`config.mk`:
```
export PLATFORM = sky130hd
export DESIGN_NAME = pad_mux_sequencer
export DESIGN_NICKNAME = d
export VERILOG_FILES = /design/src/rtl/pad_seq_pkg.sv /design/src/rtl/pad_rr_arbiter.sv /design/src/rtl/pad_mux_sequencer.sv
export SDC_FILE = /design/constraint.sdc
export NUM_CORES = 1
export LEC_CHECK = 0
export ABC_AREA = 0
export CAP_MARGIN = 20
export CELL_PAD_IN_SITES_DETAIL_PLACEMENT = 1
export CELL_PAD_IN_SITES_GLOBAL_PLACEMENT = 1
export CORE_MARGIN = 2
export CORE_UTILIZATION = 35
export CTS_CLUSTER_SIZE = 30
export DETAILED_ROUTE_END_ITERATION = 12
export HOLD_SLACK_MARGIN = 0.15
export PLACE_DENSITY = 0.82
export SYNTH_ARGS = -nofsm -noshare
export SYNTH_HDL_FRONTEND = slang
export SYNTH_SLANG_ARGS = --single-unit
```
`constraint.sdc`:
```
create_clock -name HCLK -period 13.5 [get_ports HCLK]
set_input_delay 2.025 -clock HCLK [delete_from_list [all_inputs] [get_ports HCLK]]
set_output_delay 2.025 -clock HCLK [all_outputs]
set_load 0.02 [all_outputs]
```
`src/rtl/pad_seq_pkg.sv`:
```
// Shared types and constants for the pad mux sequencer: FSM state encoding,
// pad cfg bit positions and sizing helpers.
package pad_seq_pkg;

    typedef enum logic [1:0] {
        IDLE    = 2'd0,
        QUIESCE = 2'd1,
        APPLY   = 2'd2,
        SETTLE  = 2'd3
    } pad_seq_state_e;

    localparam int PD   = 0;
    localparam int PU   = 1;
    localparam int SMT  = 2;
    localparam int SR   = 3;
    localparam int PIN1 = 4;
    localparam int PIN2 = 5;

    function automatic int max_int(input int a, input int b);
        return (a > b) ? a : b;
    endfunction

    // Wide enough to hold the largest reload value of either wait phase.
    function automatic int cnt_width(input int q, input int s);
        return $clog2(max_int(q, s) + 1);
    endfunction

endpackage

```
`src/rtl/pad_rr_arbiter.sv`:
```
// Round-robin pick of the first pending pad at or above rr_ptr, wrapping to 0.
// Purely combinational.
module pad_rr_arbiter #(
    parameter  int N_PADS = 32,
    localparam int IDX_W  = $clog2(N_PADS)
) (
    input  logic [N_PADS-1:0] pending,
    input  logic [IDX_W-1:0]  rr_ptr,
    output logic              valid,
    output logic [IDX_W-1:0]  idx
);

    always_comb begin
        int pos;
        valid = 1'b0;
        idx   = '0;
        pos   = 0;
        // Walk from the farthest offset down so the nearest pending pad wins.
        for (int k = N_PADS - 1; k >= 0; k--) begin
            pos = int'(rr_ptr) + k;
            if (pos >= N_PADS) pos = pos - N_PADS;
            if (pending[pos[IDX_W-1:0]]) begin
                valid = 1'b1;
                idx   = pos[IDX_W-1:0];
            end
        end
    end

endmodule

```
`src/rtl/pad_mux_sequencer.sv`:
```
// Applies requested pad mux/cfg changes one pad at a time, holding the pad's
// output enable off for a quiesce window before and a settle window after the switch.
module pad_mux_sequencer
    import pad_seq_pkg::*;
#(
    parameter int N_PADS         = 32,
    parameter int CFG_W          = PIN2 + 1,
    parameter int QUIESCE_CYCLES = 4,
    parameter int SETTLE_CYCLES  = 4
) (
    input  logic                          HCLK,
    input  logic                          HRESETn,
    input  logic [N_PADS-1:0]             pad_mux_i,
    input  logic [N_PADS-1:0][CFG_W-1:0]  pad_cfg_i,
    output logic [N_PADS-1:0]             pad_mux_o,
    output logic [N_PADS-1:0][CFG_W-1:0]  pad_cfg_o,
    output logic [N_PADS-1:0]             pad_oe_gate_o,
    output logic                          busy_o,
    output logic                          update_done_o
);

    localparam int IDX_W = $clog2(N_PADS);
    localparam int CNT_W = cnt_width(QUIESCE_CYCLES, SETTLE_CYCLES);
    localparam logic [CNT_W-1:0] Q_LOAD   = CNT_W'(QUIESCE_CYCLES - 1);
    localparam logic [CNT_W-1:0] S_LOAD   = CNT_W'(SETTLE_CYCLES - 1);
    localparam logic [IDX_W-1:0] LAST_IDX = IDX_W'(N_PADS - 1);

    pad_seq_state_e                  state, state_nxt;
    logic [CNT_W-1:0]                cnt, cnt_nxt;
    logic [IDX_W-1:0]                cur_idx, cur_idx_nxt;
    logic [IDX_W-1:0]                rr_ptr, rr_ptr_nxt;
    logic [N_PADS-1:0]               pending;
    logic                            arb_valid;
    logic [IDX_W-1:0]                arb_idx;
    logic [N_PADS-1:0]               mux_nxt;
    logic [N_PADS-1:0][CFG_W-1:0]    cfg_nxt;
    logic [N_PADS-1:0]               gate_nxt;
    logic                            busy_nxt;
    logic                            done_nxt;

    always_comb begin
        pending = '0;
        for (int i = 0; i < N_PADS; i++) begin
            pending[i] = (pad_mux_i[i] != pad_mux_o[i]) || (pad_cfg_i[i] != pad_cfg_o[i]);
        end
    end

    pad_rr_arbiter #(.N_PADS(N_PADS)) u_arb (
        .pending (pending),
        .rr_ptr  (rr_ptr),
        .valid   (arb_valid),
        .idx     (arb_idx)
    );

    always_ff @(posedge HCLK or negedge HRESETn) begin
        if (!HRESETn) begin
            state         <= IDLE;
            cnt           <= '0;
            cur_idx       <= '0;
            rr_ptr        <= '0;
            pad_mux_o     <= '0;
            pad_cfg_o     <= '0;
            pad_oe_gate_o <= '1;
            busy_o        <= 1'b0;
            update_done_o <= 1'b0;
        end else begin
            state         <= state_nxt;
            cnt           <= cnt_nxt;
            cur_idx       <= cur_idx_nxt;
            rr_ptr        <= rr_ptr_nxt;
            pad_mux_o     <= mux_nxt;
            pad_cfg_o     <= cfg_nxt;
            pad_oe_gate_o <= gate_nxt;
            busy_o        <= busy_nxt;
            update_done_o <= done_nxt;
        end
    end

    // IDLE picks a pad | QUIESCE gate low | APPLY switch | SETTLE gate low, then release
    always_comb begin
        state_nxt   = state;
        cnt_nxt     = cnt;
        cur_idx_nxt = cur_idx;
        case (state)
            IDLE: begin
                if (arb_valid) begin
                    cur_idx_nxt = arb_idx;
                    cnt_nxt     = Q_LOAD;
                    state_nxt   = QUIESCE;
                end
            end
            QUIESCE: begin
                if (cnt == '0) state_nxt = APPLY;
                else           cnt_nxt   = cnt - CNT_W'(1);
            end
            APPLY: begin
                cnt_nxt   = S_LOAD;
                state_nxt = SETTLE;
            end
            SETTLE: begin
                if (cnt == '0) state_nxt = IDLE;
                else           cnt_nxt   = cnt - CNT_W'(1);
            end
            default: state_nxt = IDLE;
        endcase
    end

    always_comb begin
        mux_nxt    = pad_mux_o;
        cfg_nxt    = pad_cfg_o;
        gate_nxt   = pad_oe_gate_o;
        rr_ptr_nxt = rr_ptr;
        done_nxt   = 1'b0;
        busy_nxt   = (state_nxt != IDLE);
        case (state)
            IDLE: begin
                if (arb_valid) gate_nxt[arb_idx] = 1'b0;
            end
            APPLY: begin
                mux_nxt[cur_idx] = pad_mux_i[cur_idx];
                cfg_nxt[cur_idx] = pad_cfg_i[cur_idx];
            end
            SETTLE: begin
                if (cnt == '0) begin
                    gate_nxt[cur_idx] = 1'b1;
                    done_nxt          = 1'b1;
                    rr_ptr_nxt        = (cur_idx == LAST_IDX) ? '0 : cur_idx + IDX_W'(1);
                end
            end
            default: ;
        endcase
    end

endmodule
```
== Word-level counts from Yosys, hierarchy flattened ==
Cells that the tools add are included.
W data, S select, Z words.

* Memories kept: 0
* Bits of input ports: 226
* ROM bits: 0
* Latch bits: 0
* Output and inout bits: 258
* Flip-flop bits (word level): 273
* RAM bits: 0
* Word-level logic and storage cells: 475

* Div/mod/pow operators: 0
* Reductions and logical operators: 43
* Shift-type cells: 0
* Multiplexer cells: 185
* Bitwise gates (word level): 3
* Eq/ne operators: 71
* $lt $le $gt $ge: 68
* $mul: 0
* $add $sub $neg: 65

{| class="wikitable"
|+ Operator list
! cell !! count
|-
| $mux W5 || 65
|-
| $lt A5 B6 Y1 const B || 34
|-
| $bwmux W192 || 1
|-
| $ne A6 B6 Y1 || 32
|-
| $ge A6 B6 Y1 const B || 31
|-
| $bmux W1 S5 || 33
|-
| $sub A5 B1 Y5 const B || 32
|-
| $add A5 B5 Y6 const B || 16
|-
| $mux W1 || 69
|-
| $mux W32 || 2
|-
| $pmux W32 S2 || 1
|-
| $add A5 B4 Y6 const B || 8
|-
| $and A32 B32 Y32 || 1
|-
| $bwmux W32 || 1
|-
| $logic_or A1 B1 Y1 || 32
|-
| $ne A1 B1 Y1 || 32
|-
| $not A32 Y32 || 1
|-
| $or A32 B32 Y32 || 1
|-
| $bmux W6 S5 || 1
|-
| $demux W6 S5 || 1
|-
| $add A5 B3 Y6 const B || 4
|-
| $add A5 B2 Y6 const B || 2
|-
| $mux W6 || 2
|-
| $demux W1 S5 || 2
|-
| 20 further kinds || 31
|}

== Depth between registers and ports, before layout ==
Gate-level depths: netlist (run 1).

* Depth in word-level cells: 45
* Depth in mapped cells: 25
* Gate-level depth less buffers: 15

== Hierarchy ==
Synthesis (run 1) repeated with hierarchy kept, for this count alone.

* Cell total of the unflattened synthesis: 2026
* Area, all modules: 21036.4 µm²

{| class="wikitable"
|+ Modules (own cells, without submodules)
! module !! area an instance (µm²) !! seq. area each (µm²) !! instances !! cells each
|-
| pad_mux_sequencer || 15153.3 || 6871.6 || 1 || 1373
|-
| pad_rr_arbiter || 5883.1 || 0.0 || 1 || 653
|}

== Worst setup path before layout (run 1) ==
OpenSTA, ideal clock, no wires.

* Kind: reg2reg
* From: register rr_ptr[0]
* To: register pad_oe_gate_o[26]
* Cell stages (with the launch flop): 22
* Library setup time: 0.106 ns
* Clock period less this slack: 5.836 ns
* Path buffers: 10
* Setup slack: 7.664 ns
* Data arrival time: 5.730 ns
* Data required time: 13.394 ns
* Path through: dfrtp_1 > buf_6 > inv_2 > buf_2 > buf_1 > clkbuf_1 > clkbuf_1 > ha_1 > clkbuf_1 > inv_1 > buf_2 > buf_1 > buf_1 > mux2_2 > mux4_2 > o2111ai_1 > nand2_1 > o41a_1 > a31oi_1 > and3_1 > buf_2 > a41oi_1

* Cells in the longest elaborated chain, start to end: 45
* Elaborated cells between the ends (all ways): 266
* Those cells by class: 63 x add/sub; 34 x order compare; 1 x eq/ne; 164 x mux; 2 x bitwise; 2 x reduce/logical

{| class="wikitable"
|+ Ends and longest elaborated chain
! element !! RTL line !! text
|-
| start, declared || pad_mux_sequencer.sv:31 || <nowiki>logic [IDX_W-1:0] rr_ptr, rr_ptr_nxt;</nowiki>
|-
| start signal, assigned || pad_mux_sequencer.sv:70 || <nowiki>rr_ptr <= rr_ptr_nxt;</nowiki>
|-
| $add A5 B5 Y6 || pad_rr_arbiter.sv:20 || <nowiki>pos = int'(rr_ptr) + k;</nowiki>
|-
| $sub A5 B1 Y5 or $ge A6 B6 Y1 (tied branches) || pad_rr_arbiter.sv:21 || <nowiki>if (pos >= N_PADS) pos = pos - N_PADS;</nowiki>
|-
| $mux W5 || pad_rr_arbiter.sv:21 ||
|-
| $bmux W1 S5 || pad_rr_arbiter.sv:22 || <nowiki>if (pending[pos[IDX_W-1:0]]) begin</nowiki>
|-
| $mux W1 (not written as such) || pad_rr_arbiter.sv:22 ||
|-
| $mux W5 (32 in a row) || pad_rr_arbiter.sv:22 ||
|-
| $lt A5 B6 Y1 (not written as such) or $ge A5 B1 Y1 (tied branches) || pad_mux_sequencer.sv:117 || <nowiki>if (arb_valid) gate_nxt[arb_idx] = 1'b0;</nowiki>
|-
| $logic_and A1 B1 Y1 (not written as such) || pad_mux_sequencer.sv:117 ||
|-
| $mux W1 (not written as such) || pad_mux_sequencer.sv:117 ||
|-
| $demux W1 S5 || pad_mux_sequencer.sv:117 ||
|-
| $not A32 Y32 (no source line) || -- ||
|-
| $and A32 B32 Y32 (no source line) || -- ||
|-
| $mux W32 || pad_mux_sequencer.sv:117 ||
|-
| $pmux W32 S2 || pad_mux_sequencer.sv:115 || <nowiki>case (state)</nowiki>
|-
| end signal, assigned || pad_mux_sequencer.sv:73 || <nowiki>pad_oe_gate_o <= gate_nxt;</nowiki>
|-
| end, declared || pad_mux_sequencer.sv:17 || <nowiki>output logic [N_PADS-1:0] pad_oe_gate_o,</nowiki>
|}

Parallel ways exist; a longest one is shown, timed or not. The select of a mux whose other input is x is not followed.
A chain may end at the register's enable or synchronous reset.

== Final worst setup path (run 1) ==
* From: input pad_cfg_i[168] (netlist name)
* To: register pad_oe_gate_o[27]

* Cells in the longest elaborated chain, start to end: 44
* Elaborated cells between the ends (all ways): 141
* Those cells by class: 2 x order compare; 2 x eq/ne; 132 x mux; 2 x bitwise; 3 x reduce/logical

{| class="wikitable"
|+ Ends and longest elaborated chain
! element !! RTL line !! text
|-
| start, declared || pad_mux_sequencer.sv:14 || <nowiki>input logic [N_PADS-1:0][CFG_W-1:0] pad_cfg_i,</nowiki>
|-
| $ne A6 B6 Y1 (*) || pad_mux_sequencer.sv:44 || <nowiki>pending[i] = (pad_mux_i[i] != pad_mux_o[i]) || (pad_cfg_i[i] != pad_cfg_o[i]);</nowiki>
|-
| $logic_or A1 B1 Y1 (*) || pad_mux_sequencer.sv:44 ||
|-
| $bmux W1 S5 || pad_rr_arbiter.sv:22 ||
|-
| $mux W1 (not written as such) || pad_rr_arbiter.sv:22 ||
|-
| $mux W5 (32 in a row) || pad_rr_arbiter.sv:22 ||
|-
| $lt A5 B6 Y1 (not written as such) or $ge A5 B1 Y1 (tied branches) || pad_mux_sequencer.sv:117 ||
|-
| $logic_and A1 B1 Y1 (not written as such) || pad_mux_sequencer.sv:117 ||
|-
| $mux W1 (not written as such) || pad_mux_sequencer.sv:117 ||
|-
| $demux W1 S5 || pad_mux_sequencer.sv:117 ||
|-
| $not A32 Y32 (no source line) || -- ||
|-
| $and A32 B32 Y32 (no source line) || -- ||
|-
| $mux W32 || pad_mux_sequencer.sv:117 ||
|-
| $pmux W32 S2 || pad_mux_sequencer.sv:115 ||
|}

Mark *: on every way between the ends. The rest lies on a longest branch, timed or not. The select of a mux whose other input is x is not followed.

==> flow_summary_export.csv, run 1 <==
group,metric,value,unit
status,status,"complete, no violations",
pwr,total_power,7.75,mW
clock_network,cts_repair_resize_count,0,
routing,first_pass_iters,7,
setup_path,critPathArrivalTime,8.44,ns
clock_network,cts_tree,"done",
yosys,synth_compound_area_share,23.4,%
clock_network,cts.sinks,273,
yosys,synth_cells,2689,
setup_path,critPathKind,"in -> reg",
global_routing,grt_max_degree,78,
floorplan,ios,484,
global_routing,grt_overflow,0,
yosys,synth.net_count,2934,
sta,setup_violations,0,
yosys,syn_avg_cell_area,8.67,um^2
floorplan,die-area,68700,um^2
clock_network,htree_levels,1,
clock_network,insertion_delay,0.63,ns
routing,drc_errors,0,
sta,fin_crit_sh,58.8,%
clock_network,hold_buffers,0,
floorplan,start_util,35.4,%
clock_network,cts_buffers,31,
yosys,synthDistinctLibCells,115,
layout,area_delta_synth_final,28.2,%
sta,report.final.slew_viol_count,0,
global_routing,grt_usage,39.8,%
sta,timing.fmax,126,MHz
sta,setup_tns,0,ns
global_routing,grt_pass1_wl,198,mm
floorplan,row_count,94,
clock_network,cts.clk_slew.worst_paths,0.06,ns
routing,via_per_inst,6.85,
place,dp_hpwl,108,mm
sta,skew,0.0454,ns
setup_path,r2r_cells,17,
sta,rsz0062_at_grt,"no",
place,placedCellCount,3892,
floorplan,core,65900,um^2
clock_network,cts_setup_buffers,0,
routing,vias,27200,
place,port_buffers,483,
clock_network,clockRootBuffer,"clkbuf_16",
sta,worst_pin_slew,1.19,ns
layout,fin_nets,3317,
global_routing,grt_pass1_vias,27200,
pwr,power.leakage,10.1,nW
sta,finalHoldViolCount,0,
layout,layout-drive-gt1-share,11.2,%
routing,totalWireLength,140,mm
yosys,synth-edff-count,0,
clock_network,cts_buffer_depth,3,
yosys,ys_ff_latch,273,
routing,antenna_left,0,
yosys,synth-xor-area-share,10.3,%
layout,final_cells,3963,
layout,layout_commonest_cell,"clkdlybuf4s50_1",
yosys,synth_flop_cell,"dfrtp_1",
pwr,power_density,259,nW/um^2
yosys,muxShareOfSynthArea,11.8,%
floorplan,die_w,262,um
setup_path,cp-start-kind,"input port",
routing,first_iter_violations,3768,
yosys,synthAdderAreaFrac,1.02,%
pwr,ir_worst_vdd,0.142,mV
floorplan,die_h,262,um
setup_path,end_kind,"register",
yosys,yosysWarnings,0,
routing,wl_per_cell,35.3,um
min_path,whs_path_depth,2,
layout,final_cell_mix,"clkdlybuf4s50_1, nor2_1, a21oi_1",
setup_path,cp.required,14.00,ns
min_path,hold_class,"reg -> reg",
sta,min_period,7.94,ns
global_routing,antenna_found_initial,5,
setup_path,path_max_fanout,12,
yosys,ys_seq_area_share,29.5,%
job,drv_cap,0,
sta,max_slew_margin,20.7,%
place,gp_congestion,1.07,
yosys,netlist_area,23300,um^2
yosys,synth-simple-area-share,19.5,%
yosys,synth_top_family_by_area,"compound AO/OA/AOI/OAI gates",
yosys,async_flop_share,100,%
where the power goes:
part           internal (mW)  switching, mW
logic                   1.68           4.04
clock network          0.522          0.392
registers              0.941          0.175
synthesized netlist by cell type (19+ instances only):
cell,count,area (um^2)
nor2_1,395,1480
a21oi_1,338,1690
dfrtp_1,241,6030
xnor2_1,182,1590
nand2_1,133,499
clkbuf_1,122,458
nor3_1,115,576
mux4_2,93,2090
xor2_1,88,771
nand3_1,86,430
o21ai_0,67,335
a22oi_1,49,368
o22ai_1,40,250
nor4_1,35,219
a41oi_1,33,289
nand4_1,33,206
buf_2,32,160
dfstp_2,32,841
mux2i_1,27,270
a211oi_1,24,180
inv_1,23,86.3
o211ai_1,22,165
buf_1,21,78.8
a31oi_1,20,125
and2_1,19,119
ha_1,19,238
layout make-up:
type	count	area, um^2
fillers	7680	36000
clock buffers	44	865
diodes	3	7.51
repair buffers	547	5340
flip-flops and latches	273	6880
clock inverters	13	183
multi-input cells	2190	15400
well taps	864	1080
inverters	29	109
kinds of logic after synthesis:
family | count (synthesis)
muxes | 145
DFF | 273
buffers and inverters | 226
xor gates and xnor gates | 273
adders and majority gates | 19
and+or+nand+nor | 942
AOI/OAI and AO/OA | 811
layer usage:
layer | vias to the layer above | global-route usage [%] | wire length, um | share of wire (%)
li1 | 10900 | - | - | -
met1 | 13500 | 47.5 | 49400 | 35
met2 | 2146 | 61.0 | 60400 | 43
met3 | 622 | 13.1 | 17600 | 13
met4 | 4 | 27.2 | 12400 | 8.9
met5 | - | 0.139 | 20 | 0.014
registers in the layout, summed over array words and instances, names as in the netlist:
register       count
pad_cfg_o        192
pad_oe_gate_o     32
update_done_o      1
state              2
rr_ptr             5
cur_idx            5
busy_o             1
cnt                3
pad_mux_o         32
path summary, 6_finish.rpt:
check | from | to | slack, ns
max | pad_cfg_i[168] | pad_oe_gate_o[27]$_DFFE_PN1P_ | 5.56
min | pad_oe_gate_o[18]$_DFFE_PN1P_ | pad_oe_gate_o[18]$_DFFE_PN1P_ | 0.54
max reg2reg | rr_ptr[1]$_DFFE_PN0P_ | pad_oe_gate_o[19]$_DFFE_PN1P_ | 5.70
min reg2reg | pad_oe_gate_o[18]$_DFFE_PN1P_ | pad_oe_gate_o[18]$_DFFE_PN1P_ | 0.54
max in group asynchronous | HRESETn | cur_idx[1]$_DFFE_PN0P_ | 9.91
min in group asynchronous | HRESETn | pad_cfg_o[17]$_DFFE_PN0P_ | 1.38
per-stage QoR:
stage                     util, %  setup WS [ns]  hold slack [ns]  instance area [um^2]
after global placement       43.6           5.67            0.512                 28700
final                        45.4           5.56            0.539                 29900
after CTS                    45.2           6.14            0.532                 29800
after floorplan                 -           7.66            0.514                 23300
after global routing         45.4           5.53            0.558                 29900
after detailed placement     43.7           5.61            0.519                 28800
worst max-delay path: stages:
cell and delay, ns:
clkdlybuf4s50_1 0.48, xor2_1 0.18, nor3_1 0.90, nand2_2 0.37, mux4_2 0.56, a221o_1 0.38
a21oi_1 0.33, nor2_1 0.12, a2111oi_0 0.86, o2111ai_1 0.35, nor4_1 1.04, nor2_1 0.34
buf_6 0.27, a41oi_1 0.20
No activity file was read; power rests on OpenSTA's default activity.
==> run 2, diff against run 1 <==
Clock period 13.5 ns to 8.06 ns, I/O delays scaled along.
==> flow_summary_export.csv, run 2 (same netlist as run 1, synthesis figures left out) <==
group,metric,value,unit
routing,via_per_inst,6.77,
setup_path,cp-start-kind,"register",
floorplan,start_util,35.4,%
clock_network,cts_setup_buffers,0,
layout,final_cell_mix,"clkdlybuf4s50_1, nor2_1, a21oi_1",
sta,fin_crit_sh,84.6,%
min_path,min_from,"pad_oe_gate_o[16]$_DFFE_PN1P_",
sta,max_slew_margin,12.6,%
layout,layout-drive-gt1-share,12.6,%
place,place_area,29100,um^2
place,port_buffers,483,
floorplan,die_h,262,um
layout,top_regs,"pad_cfg_o (192), pad_mux_o (32), pad_oe_gate_o (32)",
global_routing,grt_overflow,0,
sta,min_period,6.82,ns
pwr,ir_worst_vdd,0.257,mV
min_path,whs_path_depth,2,
layout,final_cells,4007,
layout,area_delta_synth_final,30.2,%
place,dp_slack,1.05,ns
layout,postLayoutCellArea,30400,um^2
global_routing,grt_pass1_wl,206,mm
floorplan,row_count,94,
routing,vias,27100,
sta,report.final.slew_viol_count,0,
global_routing,grt_pass1_vias,27500,
job,drv_cap,0,
sta,skew,0.0279,ns
clock_network,insertion_delay,0.57,ns
layout,largest-register,"pad_cfg_o",
routing,first_iter_violations,3273,
clock_network,cts_tree,"done",
pwr,power_density,440,nW/um^2
floorplan,core,65900,um^2
status,status,"complete, no violations",
routing,antenna_left,0,
floorplan,die-area,68700,um^2
place,dp_hpwl,116,mm
setup_path,end_kind,"register",
setup_path,timing.rr.start,"rr_ptr[0]$_DFFE_PN0P_",
min_path,holdPathEnd,"pad_oe_gate_o[16]$_DFFE_PN1P_",
sta,setup_ws,1.24,ns
setup_path,critPathKind,"reg -> reg",
pwr,total_power,13.4,mW
layout,largest_reg_flops,192,
layout,n_fill_cell,7667,
place,placedCellCount,3934,
global_routing,grt_usage,41.9,%
setup_path,r2r_cells,12,
global_routing,grt_max_degree,178,
sta,finalHoldViolCount,0,
min_path,hold_class,"reg -> reg",
routing,wl_per_cell,36.4,um
clock_network,hold_buffers,0,
floorplan,ios,484,
setup_path,path_max_fanout,66,
sta,rsz0062_at_grt,"no",
pwr,power.leakage,10.4,nW
setup_path,critPathArrivalTime,7.26,ns
clock_network,htree_levels,2,
layout,layout_commonest_cell,"clkdlybuf4s50_1",
floorplan,die_w,262,um
setup_path,r2r_setup_slack,1.24,ns
routing,drc_errors,0,
setup_path,rr_endpoint,"pad_oe_gate_o[11]$_DFFE_PN1P_",
layout,fin_nets,3358,
clock_network,cts_buffer_depth,3,
routing,first_pass_iters,6,
clock_network,cts_repair_resize_count,0,
sta,setup_tns,0,ns
sta,timing.fmax,147,MHz
setup_path,cp.required,8.50,ns
clock_network,cts.sinks,273,
clock_network,cts_buffers,35,
place,gp_congestion,1.07,
clock_network,cts.clk_slew.worst_paths,0.06,ns
global_routing,antenna_found_initial,9,
sta,worst_pin_slew,1.31,ns
sta,setup_violations,0,
clock_network,clockRootBuffer,"clkbuf_16",
routing,totalWireLength,146,mm
run 2: cell types whose count changed in the layout (fill, tap and decap cells not counted), moves of 2 or more:
cell	change
buf_4	+38
clkbuf_8	+3
clkbuf_1	-4
buf_6	-2
inv_6	+4
buf_12	+2
clkbuf_16	+4
run 2: per-stage QoR:
stage / utilization [%] / hold WS [ns]
global route: 46.1 / 0.569
finish: 46.1 / 0.537
detailed placement: 44.2 / 0.528
floorplan: - / 0.514
CTS: 46.0 / 0.538
global placement: 44.2 / 0.522
run 2: cell type report:
cell class	instances	area [um^2]	area share [%]
Multi-Input combinational cell	2190	15500	50.9
Inverter	29	109	0.359
Clock buffer	48	1000	3.31
Tap cell	864	1080	3.56
Antenna cell	4	10.0	0.0330
Sequential cell	273	6880	22.7
Clock inverter	15	195	0.643
Timing Repair Buffer	584	5630	18.5
run 2: critical path, stage by stage (launching register included):
cell	delay [ns]
dfrtp_2	0.71
buf_12	0.39
nand2b_1	0.67
nor3_1	0.21
nor4_2	1.08
a2111oi_0	0.47
a221oi_1	0.54
nor4b_1	0.15
a2111oi_0	0.78
o2111ai_1	0.23
a31oi_1	0.65
and3_1	0.56
a41oi_1	0.19
run 2: report_power, final:
part | internal, mW | switching (mW)
Clock | 0.984 | 0.692
Sequential | 1.58 | 0.370
Combinational | 2.98 | 6.76
run 2: per-layer routing:
layer / wire [um] / part of all wire [%] / GRT usage [%] / vias up
li1: - / - / - / 10900
met1: 53200 / 36 / 50.3 / 13700
met2: 64100 / 44 / 64.9 / 1952
met3: 17000 / 12 / 13.4 / 530
met4: 11700 / 8.0 / 26.7 / 4
met5: 31 / 0.021 / 0 / -
run 2: worst max path at each step:
| stage | startpoint | cells after the start | end | slack, ns |
|---|---|---|---|---|
| 5_1_grt | pad_mux_i[12] | 16 | pad_oe_gate_o[20]$_DFFE_PN1P_ | 1.27 |
| 2_1_floorplan | rr_ptr[0]$_DFFE_PN0P_ | 21 | pad_oe_gate_o[26]$_DFFE_PN1P_ | 2.22 |
| 4_1_cts | pad_cfg_i[83] | 16 | pad_oe_gate_o[20]$_DFFE_PN1P_ | 1.61 |
| 3_3_place_gp | pad_cfg_i[76] | 16 | pad_oe_gate_o[13]$_DFFE_PN1P_ | 1.14 |
| 6_report | rr_ptr[0]$_DFFE_PN0P_ | 12 | pad_oe_gate_o[11]$_DFFE_PN1P_ | 1.24 |
| 3_5_place_dp | pad_cfg_i[83] | 16 | pad_oe_gate_o[11]$_DFFE_PN1P_ | 1.05 |
